--- src/rtl/micro_tile_pkg.sv ---
// micro_tile_pkg
//   Shared definitions for the micro-tile scheduler.
//   - DEF_NUM_TILES / DEF_SEL_W : default tile count and select width
//   - tile_state_e              : scheduler FSM states
//   - onehot()                  : index to one-hot helper (callers truncate to their tile count)
package micro_tile_pkg;

  localparam int DEF_NUM_TILES = 4;
  localparam int DEF_SEL_W     = 2;
  localparam int MAX_TILES     = 32;

  typedef enum logic [1:0] {
    RST_HOLD = 2'd0,
    RUN      = 2'd1,
    GATE     = 2'd2
  } tile_state_e;

  function automatic logic [MAX_TILES-1:0] onehot(input logic [31:0] idx);
    onehot = MAX_TILES'(1) << idx;
  endfunction

endpackage

--- src/rtl/pin_sync_debounce.sv ---
// pin_sync_debounce
//   Two-flop synchronizer followed by a stability timer for the raw select pins.
//   Ports:
//     clk, rst_n : clock, synchronous active-low reset
//     i_pin      : raw asynchronous pin field
//     o_value    : synchronized pin value
//     o_valid    : o_value has held for STABLE_CYC consecutive cycles
module pin_sync_debounce #(
  parameter int W          = 2,
  parameter int STABLE_CYC = 4
) (
  input  logic         clk,
  input  logic         rst_n,
  input  logic [W-1:0] i_pin,
  output logic [W-1:0] o_value,
  output logic         o_valid
);

  localparam int SC_W = (STABLE_CYC > 1) ? $clog2(STABLE_CYC) : 1;
  localparam logic [SC_W-1:0] STAB_LOAD = SC_W'(STABLE_CYC - 1);

  logic [W-1:0]    r_sync1;
  logic [W-1:0]    r_sync2;
  logic [SC_W-1:0] r_stab_cnt;

  // The timer reloads on the same edge that r_sync2 takes a new value, so the
  // cycle in which the new value first appears counts as its first stable cycle.
  always_ff @(posedge clk) begin
    if (!rst_n) begin
      r_sync1    <= '0;
      r_sync2    <= '0;
      r_stab_cnt <= STAB_LOAD;
    end else begin
      r_sync1 <= i_pin;
      r_sync2 <= r_sync1;
      if (r_sync1 != r_sync2) begin
        r_stab_cnt <= STAB_LOAD;
      end else if (r_stab_cnt != '0) begin
        r_stab_cnt <= r_stab_cnt - SC_W'(1);
      end
    end
  end

  assign o_value = r_sync2;
  assign o_valid = (r_stab_cnt == '0);

endmodule

--- src/rtl/micro_tile_sched.sv ---
// micro_tile_sched
//   Chooses the live micro tile and drives registered per-tile clock-enable,
//   reset and input-enable strobes. Every tile change runs GATE then RST_HOLD.
//   Ports:
//     clk, rst_n   : clock, synchronous active-low reset
//     sel_pin      : raw tile select pins (manual mode)
//     auto_en      : 1 = round-robin rotation, 0 = follow sel_pin
//     dwell        : RUN cycles per tile in auto mode, 0 = never rotate
//     tile_clk_en  : per-tile clock enable
//     tile_rst_n   : per-tile active-low reset
//     tile_in_en   : per-tile input pass enable
//     out_sel      : index of the tile driving the shared output
//     busy         : high whenever the scheduler is not in RUN
//
//   state    | meaning
//   ---------+-----------------------------------------------------------
//   RST_HOLD | active tile clocked with reset asserted, inputs blocked
//   RUN      | active tile fully enabled, switch requests evaluated
//   GATE     | every tile clock-gated and in reset before the new tile
module micro_tile_sched
  import micro_tile_pkg::*;
#(
  parameter int NUM_TILES  = DEF_NUM_TILES,
  parameter int SEL_W      = DEF_SEL_W,
  parameter int STABLE_CYC = 4,
  parameter int GATE_CYC   = 2,
  parameter int RST_CYC    = 8,
  parameter int DWELL_W    = 16
) (
  input  logic                 clk,
  input  logic                 rst_n,
  input  logic [SEL_W-1:0]     sel_pin,
  input  logic                 auto_en,
  input  logic [DWELL_W-1:0]   dwell,
  output logic [NUM_TILES-1:0] tile_clk_en,
  output logic [NUM_TILES-1:0] tile_rst_n,
  output logic [NUM_TILES-1:0] tile_in_en,
  output logic [SEL_W-1:0]     out_sel,
  output logic                 busy
);

  localparam int CNT_W = $clog2(RST_CYC + GATE_CYC + 1);
  localparam logic [CNT_W-1:0] GATE_LOAD = CNT_W'(GATE_CYC - 1);
  localparam logic [CNT_W-1:0] HOLD_LOAD = CNT_W'(RST_CYC - 1);
  // Out of reset the hold is counted from the first released edge, so the
  // reset edge itself loads one extra cycle.
  localparam logic [CNT_W-1:0] BOOT_LOAD = CNT_W'(RST_CYC);

  tile_state_e          r_state;
  tile_state_e          w_next_state;
  logic [SEL_W-1:0]     r_active;
  logic [SEL_W-1:0]     w_next_active;
  logic [SEL_W-1:0]     r_target;
  logic [SEL_W-1:0]     w_next_target;
  logic [CNT_W-1:0]     r_cnt;
  logic [CNT_W-1:0]     w_next_cnt;
  logic [DWELL_W-1:0]   r_dwell_cnt;
  logic [DWELL_W-1:0]   w_next_dwell;
  logic [DWELL_W-1:0]   w_dwell_inc;

  logic [SEL_W-1:0]     w_acc_sel;
  logic                 w_acc_valid;

  logic [NUM_TILES-1:0] w_oh;
  logic [NUM_TILES-1:0] w_clk_en;
  logic [NUM_TILES-1:0] w_rst_n;
  logic [NUM_TILES-1:0] w_in_en;
  logic                 w_busy;

  logic [NUM_TILES-1:0] r_clk_en;
  logic [NUM_TILES-1:0] r_rst_n;
  logic [NUM_TILES-1:0] r_in_en;
  logic                 r_busy;

  pin_sync_debounce #(
    .W          (SEL_W),
    .STABLE_CYC (STABLE_CYC)
  ) u_pin_sync (
    .clk     (clk),
    .rst_n   (rst_n),
    .i_pin   (sel_pin),
    .o_value (w_acc_sel),
    .o_valid (w_acc_valid)
  );

  assign w_dwell_inc = r_dwell_cnt + DWELL_W'(1);

  always_comb begin
    w_next_state  = r_state;
    w_next_active = r_active;
    w_next_target = r_target;
    w_next_cnt    = r_cnt;
    w_next_dwell  = r_dwell_cnt;
    unique case (r_state)
      RST_HOLD: begin
        if (r_cnt == '0) begin
          w_next_state = RUN;
          w_next_dwell = '0;
        end else begin
          w_next_cnt = r_cnt - CNT_W'(1);
        end
      end
      RUN: begin
        if (auto_en) begin
          if (dwell == '0) begin
            w_next_dwell = '0;
          end else if (w_dwell_inc >= dwell) begin
            // >= rather than == so a dwell lowered mid-run cannot strand the counter
            w_next_state  = GATE;
            w_next_target = r_active + SEL_W'(1);
            w_next_cnt    = GATE_LOAD;
            w_next_dwell  = '0;
          end else begin
            w_next_dwell = w_dwell_inc;
          end
        end else begin
          // Manual mode keeps the counter at 0, which also clears it on any auto_en toggle.
          w_next_dwell = '0;
          if (w_acc_valid && (w_acc_sel != r_active)) begin
            w_next_state  = GATE;
            w_next_target = w_acc_sel;
            w_next_cnt    = GATE_LOAD;
          end
        end
      end
      GATE: begin
        if (r_cnt == '0) begin
          w_next_state  = RST_HOLD;
          w_next_active = r_target;
          w_next_cnt    = HOLD_LOAD;
        end else begin
          w_next_cnt = r_cnt - CNT_W'(1);
        end
      end
      default: begin
        w_next_state = RST_HOLD;
        w_next_cnt   = HOLD_LOAD;
      end
    endcase
  end

  // Strobes are decoded from the next state and registered, so every output
  // flips cleanly on the same edge as the state it belongs to.
  always_comb begin
    w_oh     = NUM_TILES'(onehot(32'(w_next_active)));
    w_clk_en = '0;
    w_rst_n  = '0;
    w_in_en  = '0;
    w_busy   = 1'b1;
    case (w_next_state)
      RST_HOLD: w_clk_en = w_oh;
      RUN: begin
        w_clk_en = w_oh;
        w_rst_n  = w_oh;
        w_in_en  = w_oh;
        w_busy   = 1'b0;
      end
      default: ;
    endcase
  end

  always_ff @(posedge clk) begin
    if (!rst_n) begin
      r_state     <= RST_HOLD;
      r_active    <= '0;
      r_target    <= '0;
      r_cnt       <= BOOT_LOAD;
      r_dwell_cnt <= '0;
      r_clk_en    <= NUM_TILES'(onehot(32'd0));
      r_rst_n     <= '0;
      r_in_en     <= '0;
      r_busy      <= 1'b1;
    end else begin
      r_state     <= w_next_state;
      r_active    <= w_next_active;
      r_target    <= w_next_target;
      r_cnt       <= w_next_cnt;
      r_dwell_cnt <= w_next_dwell;
      r_clk_en    <= w_clk_en;
      r_rst_n     <= w_rst_n;
      r_in_en     <= w_in_en;
      r_busy      <= w_busy;
    end
  end

  assign tile_clk_en = r_clk_en;
  assign tile_rst_n  = r_rst_n;
  assign tile_in_en  = r_in_en;
  assign out_sel     = r_active;
  assign busy        = r_busy;

endmodule
--- config.mk ---
export PLATFORM = sky130hd
export DESIGN_NAME = micro_tile_sched
export DESIGN_NICKNAME = d
export VERILOG_FILES = /design/src/rtl/micro_tile_pkg.sv /design/src/rtl/pin_sync_debounce.sv /design/src/rtl/micro_tile_sched.sv
export SDC_FILE = /design/constraint.sdc
export NUM_CORES = 1
export LEC_CHECK = 0
export ABC_AREA = 1
export BUFFER_PORTS_ARGS = -buffer_cell sky130_fd_sc_hd__buf_4
export CAP_MARGIN = 30
export CORE_ASPECT_RATIO = 1.1
export CORE_UTILIZATION = 50
export DETAILED_ROUTE_END_ITERATION = 8
export PLACE_DENSITY_LB_ADDON = 0.12
export SETUP_SLACK_MARGIN = 0.4
export SLEW_MARGIN = 40
export SYNTH_ARGS = -nofsm -noshare
export SYNTH_HDL_FRONTEND = slang
export SYNTH_HIERARCHICAL = 1
export SYNTH_SLANG_ARGS = --single-unit
--- constraint.sdc ---
create_clock -name clk -period 3.5 [get_ports clk]
set_input_delay 0.175 -clock clk [delete_from_list [all_inputs] [get_ports clk]]
set_output_delay 0.175 -clock clk [all_outputs]
set_load 0.05 [all_outputs]
==> impl_metrics.toml <==
[clock_tree]
postCtsHoldBufs = 0
cts_max_level = 2
ctsRootBufferMaster = "sky130_fd_sc_hd__clkbuf_8"
cts_setup_buffers = 0
cts_buffer_depth = 2
cts.sinks = 41
cts_tree = "built"
postCtsResizedCells = 0
cts_made_buffers = 5
clk_pin_slew_ps = 90
clk-insertion-delay-late_ps = 290

[critical_path]
biggest_fanout_along_the_worst_timing_path = 16
worst-path-buf-inv = 0
setup.worst_path.end_class = "flip-flop"
slowest_stage = "sky130_fd_sc_hd__dfxtp_1"
critical_path_required_ps = 3730
worst_r2r_startpoint = "r_dwell_cnt[0]"
reg2reg_setup_slack_ps = 780
timing_worst_setup_path_type = "reg2reg"
critPathLaunchType = "flip-flop"
worst_path_largest_cell_delay_ps = 450
r2r_cells = 13
crit_path_start = "r_dwell_cnt[0]"
critPathTopFamily = "simple AND/OR/NAND/NOR gates"
cp_num_cells = 13
cp_data_arrival_time_ps = 2950
setup_crit_end = "r_dwell_cnt[2]"
critical_path.cell_chain = "ha_1, nand2_1, nor2_1, nand4_1, xnor2_1, ha_1, nand3_1, a21oi_1, nor2_2, nand2_4, nor2_8, nand2_1, a21oi_1"
timing.rr.end = "r_dwell_cnt[2]"

[power]
cellPowerDensity_nw_per_um2 = 456
power.net_switching_uw = 458
internal-power_uw = 931
netSwitchingFraction_pct = 33.0
power.combinational.fraction_pct = 27.9
power.share.clock_pct = 33.4
lkg_pwr_uw = 0.00152
power.ir.vdd_worst_v = 0.000313
share_seq_of_total_power_pct = 38.7

[yosys]
asyncSetResetFlopFracSynth_pct = 0
yosysUniqueCellTypes = 32
synthesis.instances = 373
synth_area_per_cell_um2 = 7.08
dominantRegCellSynth = "sky130_fd_sc_hd__dfxtp_1"
synth_top_cells_by_area = "sky130_fd_sc_hd__dfxtp_1, sky130_fd_sc_hd__nand2_1, sky130_fd_sc_hd__ha_1, sky130_fd_sc_hd__inv_1, sky130_fd_sc_hd__nor2_1"
synth_top_cells_by_count = "sky130_fd_sc_hd__nand2_1, sky130_fd_sc_hd__inv_1, sky130_fd_sc_hd__dfxtp_1"
synth.net_count = 413
syn-cell-area_um2 = 2640
synth_seq_area_share_pct = 31.1
synth_enable_flop_cells = 0
synth_warnings = 6
ys_seq_elements = 41
post-synth-top-area-fraction_pct = 31.1
yosys.cell_count.top_type = "sky130_fd_sc_hd__nand2_1"
synth_top_cell_by_area = "sky130_fd_sc_hd__dfxtp_1"

[die]
die_w_um = 71.3
start_util_pct = 52.5
placeableCoreArea_um2 = 5030
ios = 36
die_h_um = 78.2
std_cell_rows = 27
floorplan.die_area_um2 = 5580

[status]
failed_checks = "DRC"
result_of_the_run = "finished, violations left"

[layout]
final-seq-area_um2 = 821
flow.area_growth_from_synthesis_pct = 15.4
fin_util_pct = 60.6
final_layout_size_suffix_gt1_share_pct = 22.6
antenna-diode-count = 0
multi_input_comb_area_um2 = 1510
layout.cell_area.non_filler_um2 = 3050
num-nets-final = 446
count_of_fill_cells_added_during_filler_insertion = 489
layout.cells.non_filler = 465

[placed_design]
dpl-instance-area_um2 = 2910
placed_cells_incl_taps = 457
dp_hpwl_um = 4410
place.port_buffers = 35
gpl_wtd_cong = 0.832

[flow_run]
timing.max_cap.violations = 0

[global_routing]
groute.usage.overall_pct = 22.0
total_gr_overflow = 0
antenna_found_initial = 0
maximum_number_of_pins_on_one_net_before_global_route_repair = 22
first_global_vias = 2183
grt_pass1_wl_um = 9670

[sta]
layout_worst_path_cycle_share_pct = 77.8
slew_violations = 0
final_setup_vio_count = 0
max_slew.worst_pin.slew_ps = 472
post-route-min-period_ps = 2720
slew-limit-headroom_pct = 68.5
fin_worst_skew_ps = 6.23
achievable-frequency_mhz = 367
setup_repair_after_global_routing_missed_its_margin = "no"
final.setup.tns_ps = 0
finalHoldViolCount = 0

[route]
vias = 2303
drc_marker_count_from_the_first_detailed_route_iteration = 117
first_pass_iters = 6
via_per_inst = 4.95
drt_drc_violations_left = 1
postRouteWirelength_um = 5650
antenna_left = 0
drt-wirelength-per-cell_um = 12.1

[hold_path]
worst_hold_path_type = "in2reg"
==> routing by layer <==
metal | track usage, % | wire (um) | vias up
li1 | - | - | 1224
met4 | 6.40 | 82 | 0
met5 | 0 | 0 | -
met3 | 4.62 | 213 | 8
met2 | 35.5 | 2530 | 43
met1 | 29.4 | 2820 | 1028
==> worst min path at each step <==
stage | startpoint | end | slack [ps] | cells after the start
2_1_floorplan | rst_n | u_pin_sync/r_sync1[0] | 270 | 2
3_3_place_gp | sel_pin[0] | u_pin_sync/r_sync1[0] | 360 | 3
3_5_place_dp | sel_pin[0] | u_pin_sync/r_sync1[0] | 360 | 3
4_1_cts | sel_pin[0] | u_pin_sync/r_sync1[0] | 50 | 3
5_1_grt | sel_pin[0] | u_pin_sync/r_sync1[0] | 70 | 3
6_report | sel_pin[0] | u_pin_sync/r_sync1[0] | 60 | 3
==> cells in the final DEF, fill, tap and decap left out, drive strengths merged <==
master | synthesis | routed
xor2 | 13 | 13
nand4 | 10 | 10
nand2 | 104 | 104
buf | 6 | 35
o211ai | 1 | 1
nor3 | 6 | 6
ha | 19 | 19
clkbuf | 3 | 5
bufinv | 0 | 2
xnor2 | 6 | 6
inv | 65 | 66
dfxtp | 41 | 41
o22ai | 1 | 1
o21ai | 6 | 6
o21a | 1 | 1
nand3 | 21 | 21
nor2 | 46 | 46
a21oi | 24 | 24
==> registers in the layout, summed over array words and instances (netlist names) <==
register / flops
busy: 1
r_state: 2
r_cnt: 4
u_pin_sync/r_sync1: 2
u_pin_sync/r_stab_cnt: 2
r_target: 2
out_sel: 2
u_pin_sync/o_value: 2
r_dwell_cnt: 16
tile_clk_en: 4
tile_in_en: 4
==> through the flow <==
step	power, uW	hold slack (ps)	worst slack, ps
after floorplan	851	268	1150
after global placement	933	356	889
after detailed placement	938	363	790
after CTS	1400	52.2	764
after global routing	1470	67.2	520
final	1390	55.5	779
==> power groups by stage <==
stage	clock [uW]	combinational, uW	sequential, uW
2_1_floorplan	0	283	569
4_1_cts	473	391	538
6_report	464	388	538
3_5_place_dp	0	390	548
5_1_grt	494	436	543
3_3_place_gp	0	385	548
==> cell families (layout without fill, tap and decap cells) <==
kind of cell,after synthesis,in the layout,synth area share (%)
compound gates,33,33,8.05
xor+xnor,19,19,7.15
fa+ha+maj,19,19,9.00
buf+inv,74,108,11.7
flops,41,41,31.1
simple gates,187,187,33.0
==> cell type report <==
cell class,count,share of cell area [%]
clock buffers,5,2.26
clock inverters,3,2.26
inverters,65,8.00
multi-input cells,258,49.5
flip-flops and latches,41,26.9
well taps,58,2.38
repair buffers,35,8.62
==> worst reg2reg max path: stages, from the launching register on <==
cell                      delay [ps]
sky130_fd_sc_hd__dfxtp_1         450
sky130_fd_sc_hd__ha_1            270
sky130_fd_sc_hd__nand2_1          70
sky130_fd_sc_hd__nor2_1          210
sky130_fd_sc_hd__nand4_1         160
sky130_fd_sc_hd__xnor2_1         260
sky130_fd_sc_hd__ha_1            280
sky130_fd_sc_hd__nand3_1         100
sky130_fd_sc_hd__a21oi_1          60
sky130_fd_sc_hd__nor2_2          190
sky130_fd_sc_hd__nand2_4         110
sky130_fd_sc_hd__nor2_8          270
sky130_fd_sc_hd__nand2_1         100
sky130_fd_sc_hd__a21oi_1         140
Power figures use the tool's default switching activity.
